==> src/rtl/ccu_mu_req_scheduler.sv <==
// ---------------------------------------------------------------------------
// ccu_mu_req_scheduler
//
// Shares the single memory-unit (MU) op slot among NoReq CCU decode
// requesters. Requesters are granted round-robin. The granted op goes into a
// registered output slot that has a valid/ready handshake. A small table
// tracks writebacks that are still outstanding, keyed by cache line. While a
// line has a writeback pending, any request to that line is held off. New
// writeback ops are also held off while the snoop-data (CD) path is busy or
// the table is full.
//
// Ports
//   clk_i, rst_ni            clock, asynchronous active-low reset
//   req_valid_i  [NoReq]     request valid per requester
//   req_ready_o  [NoReq]     one-hot grant (combinational)
//   req_op_i     [NoReq*2]   0=READ 1=WB_THEN_READ 2=WRITE 3=WB_THEN_WRITE
//   req_addr_i   [NoReq*AddrWidth]
//   req_first_responder_i [NoReq*MstIdxBits]
//   req_data_available_i  [NoReq*NoMstPorts]
//   mu_valid_o / mu_ready_i  output slot handshake
//   mu_op_o, mu_addr_o, mu_first_responder_o, mu_data_available_o
//                            payload of the granted op
//   mu_src_o                 index of the requester that was granted
//   cd_busy_i                CD path still draining a previous writeback
//   wb_done_i, wb_done_addr_i  writeback completion (frees a table entry)
//   wb_pending_o             number of valid table entries
// ---------------------------------------------------------------------------
module ccu_mu_req_scheduler #(
    parameter int unsigned NoReq      = 2,
    parameter int unsigned NoMstPorts = 4,
    parameter int unsigned AddrWidth  = 64,
    parameter int unsigned LineOffset = 4,
    parameter int unsigned WbSlots    = 4,
    localparam int unsigned MstIdxBits = (NoMstPorts > 1) ? $clog2(NoMstPorts) : 1,
    localparam int unsigned SrcBits    = (NoReq > 1) ? $clog2(NoReq) : 1,
    localparam int unsigned CntBits    = $clog2(WbSlots + 1),
    localparam int unsigned SlotBits   = (WbSlots > 1) ? $clog2(WbSlots) : 1,
    localparam int unsigned LineW      = AddrWidth - LineOffset
) (
    input  logic                            clk_i,
    input  logic                            rst_ni,
    input  logic [NoReq-1:0]                req_valid_i,
    output logic [NoReq-1:0]                req_ready_o,
    input  logic [2*NoReq-1:0]              req_op_i,
    input  logic [NoReq*AddrWidth-1:0]      req_addr_i,
    input  logic [NoReq*MstIdxBits-1:0]     req_first_responder_i,
    input  logic [NoReq*NoMstPorts-1:0]     req_data_available_i,
    output logic                            mu_valid_o,
    input  logic                            mu_ready_i,
    output logic [1:0]                      mu_op_o,
    output logic [AddrWidth-1:0]            mu_addr_o,
    output logic [MstIdxBits-1:0]           mu_first_responder_o,
    output logic [NoMstPorts-1:0]           mu_data_available_o,
    output logic [SrcBits-1:0]              mu_src_o,
    input  logic                            cd_busy_i,
    input  logic                            wb_done_i,
    input  logic [AddrWidth-1:0]            wb_done_addr_i,
    output logic [CntBits-1:0]              wb_pending_o
);

    // Unpacked per-requester views of the flat input buses
    logic [1:0]            req_op   [NoReq];
    logic [AddrWidth-1:0]  req_addr [NoReq];
    logic [MstIdxBits-1:0] req_fr   [NoReq];
    logic [NoMstPorts-1:0] req_da   [NoReq];
    logic [LineW-1:0]      req_line [NoReq];

    // Writeback table and arbitration state
    logic [WbSlots-1:0]    tbl_valid_q;
    logic [LineW-1:0]      tbl_line_q [WbSlots];
    logic [CntBits-1:0]    count_q;
    logic [SrcBits-1:0]    rr_q;

    // Output slot
    logic                  vld_p1;
    logic [1:0]            op_p1;
    logic [AddrWidth-1:0]  addr_p1;
    logic [MstIdxBits-1:0] fr_p1;
    logic [NoMstPorts-1:0] da_p1;
    logic [SrcBits-1:0]    src_p1;

    // Combinational decisions
    logic [NoReq-1:0]      hazard;
    logic [NoReq-1:0]      eligible;
    logic                  wb_room;
    logic                  load;
    logic                  grant_found;
    logic [SrcBits-1:0]    grant_idx;
    logic [SrcBits-1:0]    rr_next;
    logic                  do_grant;
    logic                  alloc;
    logic                  alloc_found;
    logic [SlotBits-1:0]   alloc_slot;
    logic                  free_hit;
    logic [SlotBits-1:0]   free_slot;
    logic [LineW-1:0]      done_line;

    // The byte-offset bits of the completion address never affect matching
    logic                  unused_offset_bits;
    assign unused_offset_bits = ^wb_done_addr_i[LineOffset-1:0];

    always_comb begin
        for (int i = 0; i < NoReq; i++) begin
            req_op[i]   = req_op_i[2*i +: 2];
            req_addr[i] = req_addr_i[AddrWidth*i +: AddrWidth];
            req_fr[i]   = req_first_responder_i[MstIdxBits*i +: MstIdxBits];
            req_da[i]   = req_data_available_i[NoMstPorts*i +: NoMstPorts];
            req_line[i] = req_addr_i[AddrWidth*i + LineOffset +: LineW];
        end
    end

    assign done_line = wb_done_addr_i[AddrWidth-1:LineOffset];

    // Hazard checks look only at registered table state, so an entry that
    // is being freed this cycle still blocks its line until the next cycle.
    // The full check likewise uses count_q.
    always_comb begin
        wb_room  = !cd_busy_i && (count_q < CntBits'(WbSlots));
        hazard   = '0;
        eligible = '0;
        for (int i = 0; i < NoReq; i++) begin
            for (int s = 0; s < WbSlots; s++) begin
                if (tbl_valid_q[s] && (tbl_line_q[s] == req_line[i])) begin
                    hazard[i] = 1'b1;
                end
            end
            eligible[i] = req_valid_i[i] && !hazard[i] && (!req_op[i][0] || wb_room);
        end
    end

    // The slot acts as a pipeline register. It can take a new op whenever it
    // is empty or its current op is being consumed.
    assign load = !vld_p1 || mu_ready_i;

    // Round-robin search: first eligible index at or after rr_q
    always_comb begin
        int idx;
        idx         = 0;
        grant_found = 1'b0;
        grant_idx   = '0;
        for (int k = 0; k < NoReq; k++) begin
            idx = (int'(rr_q) + k) % int'(NoReq);
            if (!grant_found && eligible[SrcBits'(idx)]) begin
                grant_found = 1'b1;
                grant_idx   = SrcBits'(idx);
            end
        end
        rr_next = SrcBits'((int'(grant_idx) + 1) % int'(NoReq));
    end

    assign do_grant = load && grant_found;

    always_comb begin
        req_ready_o = '0;
        if (do_grant && rst_ni) begin
            req_ready_o[grant_idx] = 1'b1;
        end
    end

    // Allocation uses the lowest invalid entry. A granted WB always has room
    // because the full check is part of eligibility.
    always_comb begin
        alloc_found = 1'b0;
        alloc_slot  = '0;
        for (int s = 0; s < WbSlots; s++) begin
            if (!alloc_found && !tbl_valid_q[s]) begin
                alloc_found = 1'b1;
                alloc_slot  = SlotBits'(s);
            end
        end
        alloc = do_grant && req_op[grant_idx][0] && alloc_found;
    end

    // Entries are unique, so at most one entry can match a completion.
    // A completion with no matching entry is ignored.
    always_comb begin
        free_hit  = 1'b0;
        free_slot = '0;
        for (int s = 0; s < WbSlots; s++) begin
            if (wb_done_i && tbl_valid_q[s] && (tbl_line_q[s] == done_line)) begin
                free_hit  = 1'b1;
                free_slot = SlotBits'(s);
            end
        end
    end

    // ---- stage p1: output slot, round-robin pointer, writeback table ----
    always_ff @(posedge clk_i or negedge rst_ni) begin
        if (!rst_ni) begin
            vld_p1      <= 1'b0;
            op_p1       <= '0;
            addr_p1     <= '0;
            fr_p1       <= '0;
            da_p1       <= '0;
            src_p1      <= '0;
            rr_q        <= '0;
            count_q     <= '0;
            tbl_valid_q <= '0;
            for (int s = 0; s < WbSlots; s++) begin
                tbl_line_q[s] <= '0;
            end
        end else begin
            if (load) begin
                vld_p1 <= do_grant;
                if (do_grant) begin
                    op_p1   <= req_op[grant_idx];
                    addr_p1 <= req_addr[grant_idx];
                    fr_p1   <= req_fr[grant_idx];
                    da_p1   <= req_da[grant_idx];
                    src_p1  <= grant_idx;
                    rr_q    <= rr_next;
                end
            end
            // A freed entry was valid and an allocated one was invalid, so
            // the two can never be the same slot.
            if (free_hit) begin
                tbl_valid_q[free_slot] <= 1'b0;
            end
            if (alloc) begin
                tbl_valid_q[alloc_slot] <= 1'b1;
                tbl_line_q[alloc_slot]  <= req_line[grant_idx];
            end
            count_q <= count_q + CntBits'(alloc) - CntBits'(free_hit);
        end
    end

    assign mu_valid_o           = vld_p1;
    assign mu_op_o              = op_p1;
    assign mu_addr_o            = addr_p1;
    assign mu_first_responder_o = fr_p1;
    assign mu_data_available_o  = da_p1;
    assign mu_src_o             = src_p1;
    assign wb_pending_o         = count_q;

endmodule

==> config.mk <==
export PLATFORM = sky130hd
export DESIGN_NAME = ccu_mu_req_scheduler
export DESIGN_NICKNAME = d
export VERILOG_FILES = /design/src/rtl/ccu_mu_req_scheduler.sv
export SDC_FILE = /design/constraint.sdc
export NUM_CORES = 1
export LEC_CHECK = 0
export CAP_MARGIN = 15
export CORE_MARGIN = 4
export CORE_UTILIZATION = 37
export DETAILED_ROUTE_END_ITERATION = 16
export REMOVE_ABC_BUFFERS = 1
export SLEW_MARGIN = 30
export SYNTH_ARGS = -nofsm -noshare
export SYNTH_HDL_FRONTEND = slang
export SYNTH_SLANG_ARGS = --single-unit
==> constraint.sdc <==
create_clock -name clk_i -period 6.6 [get_ports clk_i]
set_clock_uncertainty 0.15 [all_clocks]
set_input_delay 0.99 -clock clk_i [delete_from_list [all_inputs] [get_ports clk_i]]
set_output_delay 0.99 -clock clk_i [all_outputs]
set_load 0.01 [all_outputs]
==> results.tsv <==
metric	value	unit
peakVddDrop	0.000256	V
antenna_found_initial	4	
crit_buf_inv	2	
clockRootBuffer	clkbuf_16	
cp.depth	9	
fill_cells	5334	
cts_buffers	42	
placed_cells	3001	
crit_fanout	8	
std_cell_rows	86	
cts_setup_buffers	0	
ctsResizeCount	0	
finalNonFillerCells	3076	
drv_cap	0	
place.gp.congestion	0.970	
grt_max_degree	75	
hold_violations	0	
crit_family	simple AND/OR/NAND/NOR gates	
synth_top_area_cell	dfrtp_1	
post_drt_via_cell_ratio	5.54	
startpoint	req_addr_i[61]	
reg2reg_depth	13	
synth_seq_cells	322	
drt_wl_total	103000	µm
hold_buffers	0	
worst-r2r-setup-slack	2.21	ns
grt_pass1_wl	140000	µm
pin_count	294	
area_delta_synth_final	23.5	%
regArea	0.00806	mm²
grt-ovfl-total	0	
worstReg2RegEnd	wb_pending_o[2]$_DFF_PN0_	
grt_pass1_vias	17200	
async_flop_share	1.00	
grt_usage	0.334	
fin_crit_sh	0.873	
hp-class	input pin to async pin	
status	finished, final reports clean	
worst_pin_slew	0.989	ns
die_y	246	µm
finalMaxSlewViolations	0	
max_stage_delay	0.70	ns
mostFrequentLayoutCell	dfrtp_1	
yosysUniqueCellTypes	54	
crit_type	input pin to output port	
wl_per_cell	33.4	µm
synth-main-ff-cell	dfrtp_1	
crit_required	5.46	ns
syn_area	0.0209	mm²
drc_errors	0	
startpoint_type	input pin	
firstDrtPassIters	6	
synth_cells	2057	
dieArea	0.0604	mm²
drive_above_1_share	0.106	
critPathSlowestCell	clkdlybuf4s50_1	
numClockSinks	322	
arrival	4.62	ns
initial_utilization	0.377	
clock_latency	0.58	ns
finalSetupTns	0	ns
cts_htree_levels	2	
vias	17000	
syn_avg_cell_area	10.2	µm²
core_area	0.0555	mm²
cp_common_cell	clkdlybuf4s50_1	
r2r-start	tbl_line_q[77]$_DFFE_PN0P_	
synth_area_leaders	dfrtp_1 39%, mux2i_1 9.6%, xnor2_1 8.8%	
synth_top_area_share	0.385	
dp_hpwl	83300	µm
clock_path_buffers	3	
crit_path_cell_trace	clkdlybuf4s50_1, xor2_1, nor4_1, nand4_1, or4_1, nand2b_1, or3_4, nor3_1, clkdlybuf4s50_1	
dieWidth	246	µm
rsz0062_at_grt	false	
cts_tree	yes	
clk_pin_slew	0.06	ns
worstSetupEndpointType	output port	
most-common-layout-cells	321 x dfrtp_1, 287 x clkdlybuf4s50_1, 231 x inv_1	
p_leak	10.3	nW
holdWs	0.245	ns
power	0.0119	W
ant_nets	0	
fin_crit	5.76	ns
maxSlewHeadroom	0.335	
finalSetupViolations	0	
powerDensity	460	mW/mm²
multi_input_area	0.0113	mm²
portBuffers	288	
synth_edf_count	0	
yosysSeqAreaShare	0.385	
drt-initial-drc-count	1377	
fin_nets	2515	
fmax	174	MHz
crit_end	req_ready_o[0]	
ys_warn_count	0	
==> metal layers <==
layer	track usage	up-vias	wire, µm
li1	-	7479	-
met1	0.466	8746	45800
met2	0.527	660	46500
met3	0.0566	152	6450
met4	0.110	8	3920
met5	0	-	45
==> synthesized netlist by cell type, types with 5 or more instances <==
| library cell | instances |
|---|---|
| a2111oi_0 | 5 |
| a21o_1 | 5 |
| a221oi_1 | 10 |
| a22o_1 | 13 |
| a31oi_1 | 60 |
| and4_1 | 5 |
| buf_1 | 11 |
| buf_2 | 61 |
| buf_6 | 8 |
| clkbuf_1 | 52 |
| dfrtp_1 | 322 |
| inv_1 | 231 |
| mux2_1 | 42 |
| mux2_2 | 81 |
| mux2i_1 | 201 |
| mux2i_4 | 40 |
| nand2_1 | 86 |
| nand2b_1 | 110 |
| nand3_1 | 8 |
| nand4_1 | 60 |
| nor2_1 | 67 |
| nor2b_1 | 17 |
| nor3_1 | 8 |
| nor4_1 | 61 |
| o2111ai_1 | 17 |
| o21ai_0 | 28 |
| o221ai_1 | 16 |
| o22ai_1 | 36 |
| o2bb2ai_1 | 6 |
| or4_1 | 6 |
| xnor2_1 | 210 |
| xor2_1 | 139 |
==> registers in the layout, indices dropped and copies added, names as in the netlist, 2 cells and up <==
signal	count
tbl_line_q	240
mu_addr_o	64
mu_data_available_o	4
tbl_valid_q	4
wb_pending_o	3
mu_first_responder_o	2
mu_op_o	2
==> layout make-up <==
type,instances,share of cell area
Antenna cell,2,0.000194
Clock buffer,64,0.0497
Clock inverter,9,0.00325
Inverter,232,0.0337
Multi-Input combinational cell,1361,0.436
Sequential cell,322,0.312
Tap cell,748,0.0362
Timing Repair Buffer,338,0.128
==> power breakdown <==
part           switching (W)  total (W)  internal, W
Clock               0.000936    0.00231      0.00138
Sequential           0.00137    0.00432      0.00295
Combinational        0.00297    0.00526      0.00229
Total                0.00528     0.0119      0.00661
==> worst min-delay path by stage <==
stage	slack, ns	startpoint	to	depth (start not counted)
after floorplan	0.34	tbl_valid_q[3]$_DFF_PN0_	tbl_valid_q[3]$_DFF_PN0_	1
after global placement	0.32	mu_op_o[0]$_DFFE_PN0P_	mu_op_o[0]$_DFFE_PN0P_	1
after detailed placement	0.32	mu_op_o[0]$_DFFE_PN0P_	mu_op_o[0]$_DFFE_PN0P_	1
after CTS	0.26	rst_ni	tbl_line_q[59]$_DFFE_PN0P_	1
after global routing	0.29	rst_ni	mu_addr_o[7]$_DFFE_PN0P_	1
final	0.25	rst_ni	tbl_line_q[59]$_DFFE_PN0P_	1
==> cell families after synthesis <==
logic type	count (synthesis)	share of synthesized area
and+or+nand+nor	435	0.112
adders and majority gates	3	0.00215
DFF	322	0.385
buffers and inverters	374	0.0776
xor gates and xnor gates	349	0.146
AOI/OAI and AO/OA	210	0.0707
muxes	364	0.206
==> stage by stage <==
step | area [µm²] | setup slack [ns] | util
global route | 25800 | 0.857 | 0.465
global placement | 24500 | 0.698 | 0.440
floorplan | 20200 | -5.88 | -
finish | 25800 | 0.840 | 0.465
detailed placement | 24500 | 0.957 | 0.440
CTS | 25800 | 0.951 | 0.465
==> worst register-to-register path, cell delays in order, from the launching register on <==
cell	delay (ns)
dfrtp_1	0.41
xnor2_1	0.77
nand4_1	0.27
nor4_1	0.64
and4_1	0.37
nand4_1	0.25
nand3_1	0.20
nand2b_1	0.13
ha_1	0.14
inv_1	0.05
ha_1	0.19
fa_1	0.41
xor2_1	0.18
xnor2_1	0.12
No activity file was read; power rests on OpenSTA's default activity.
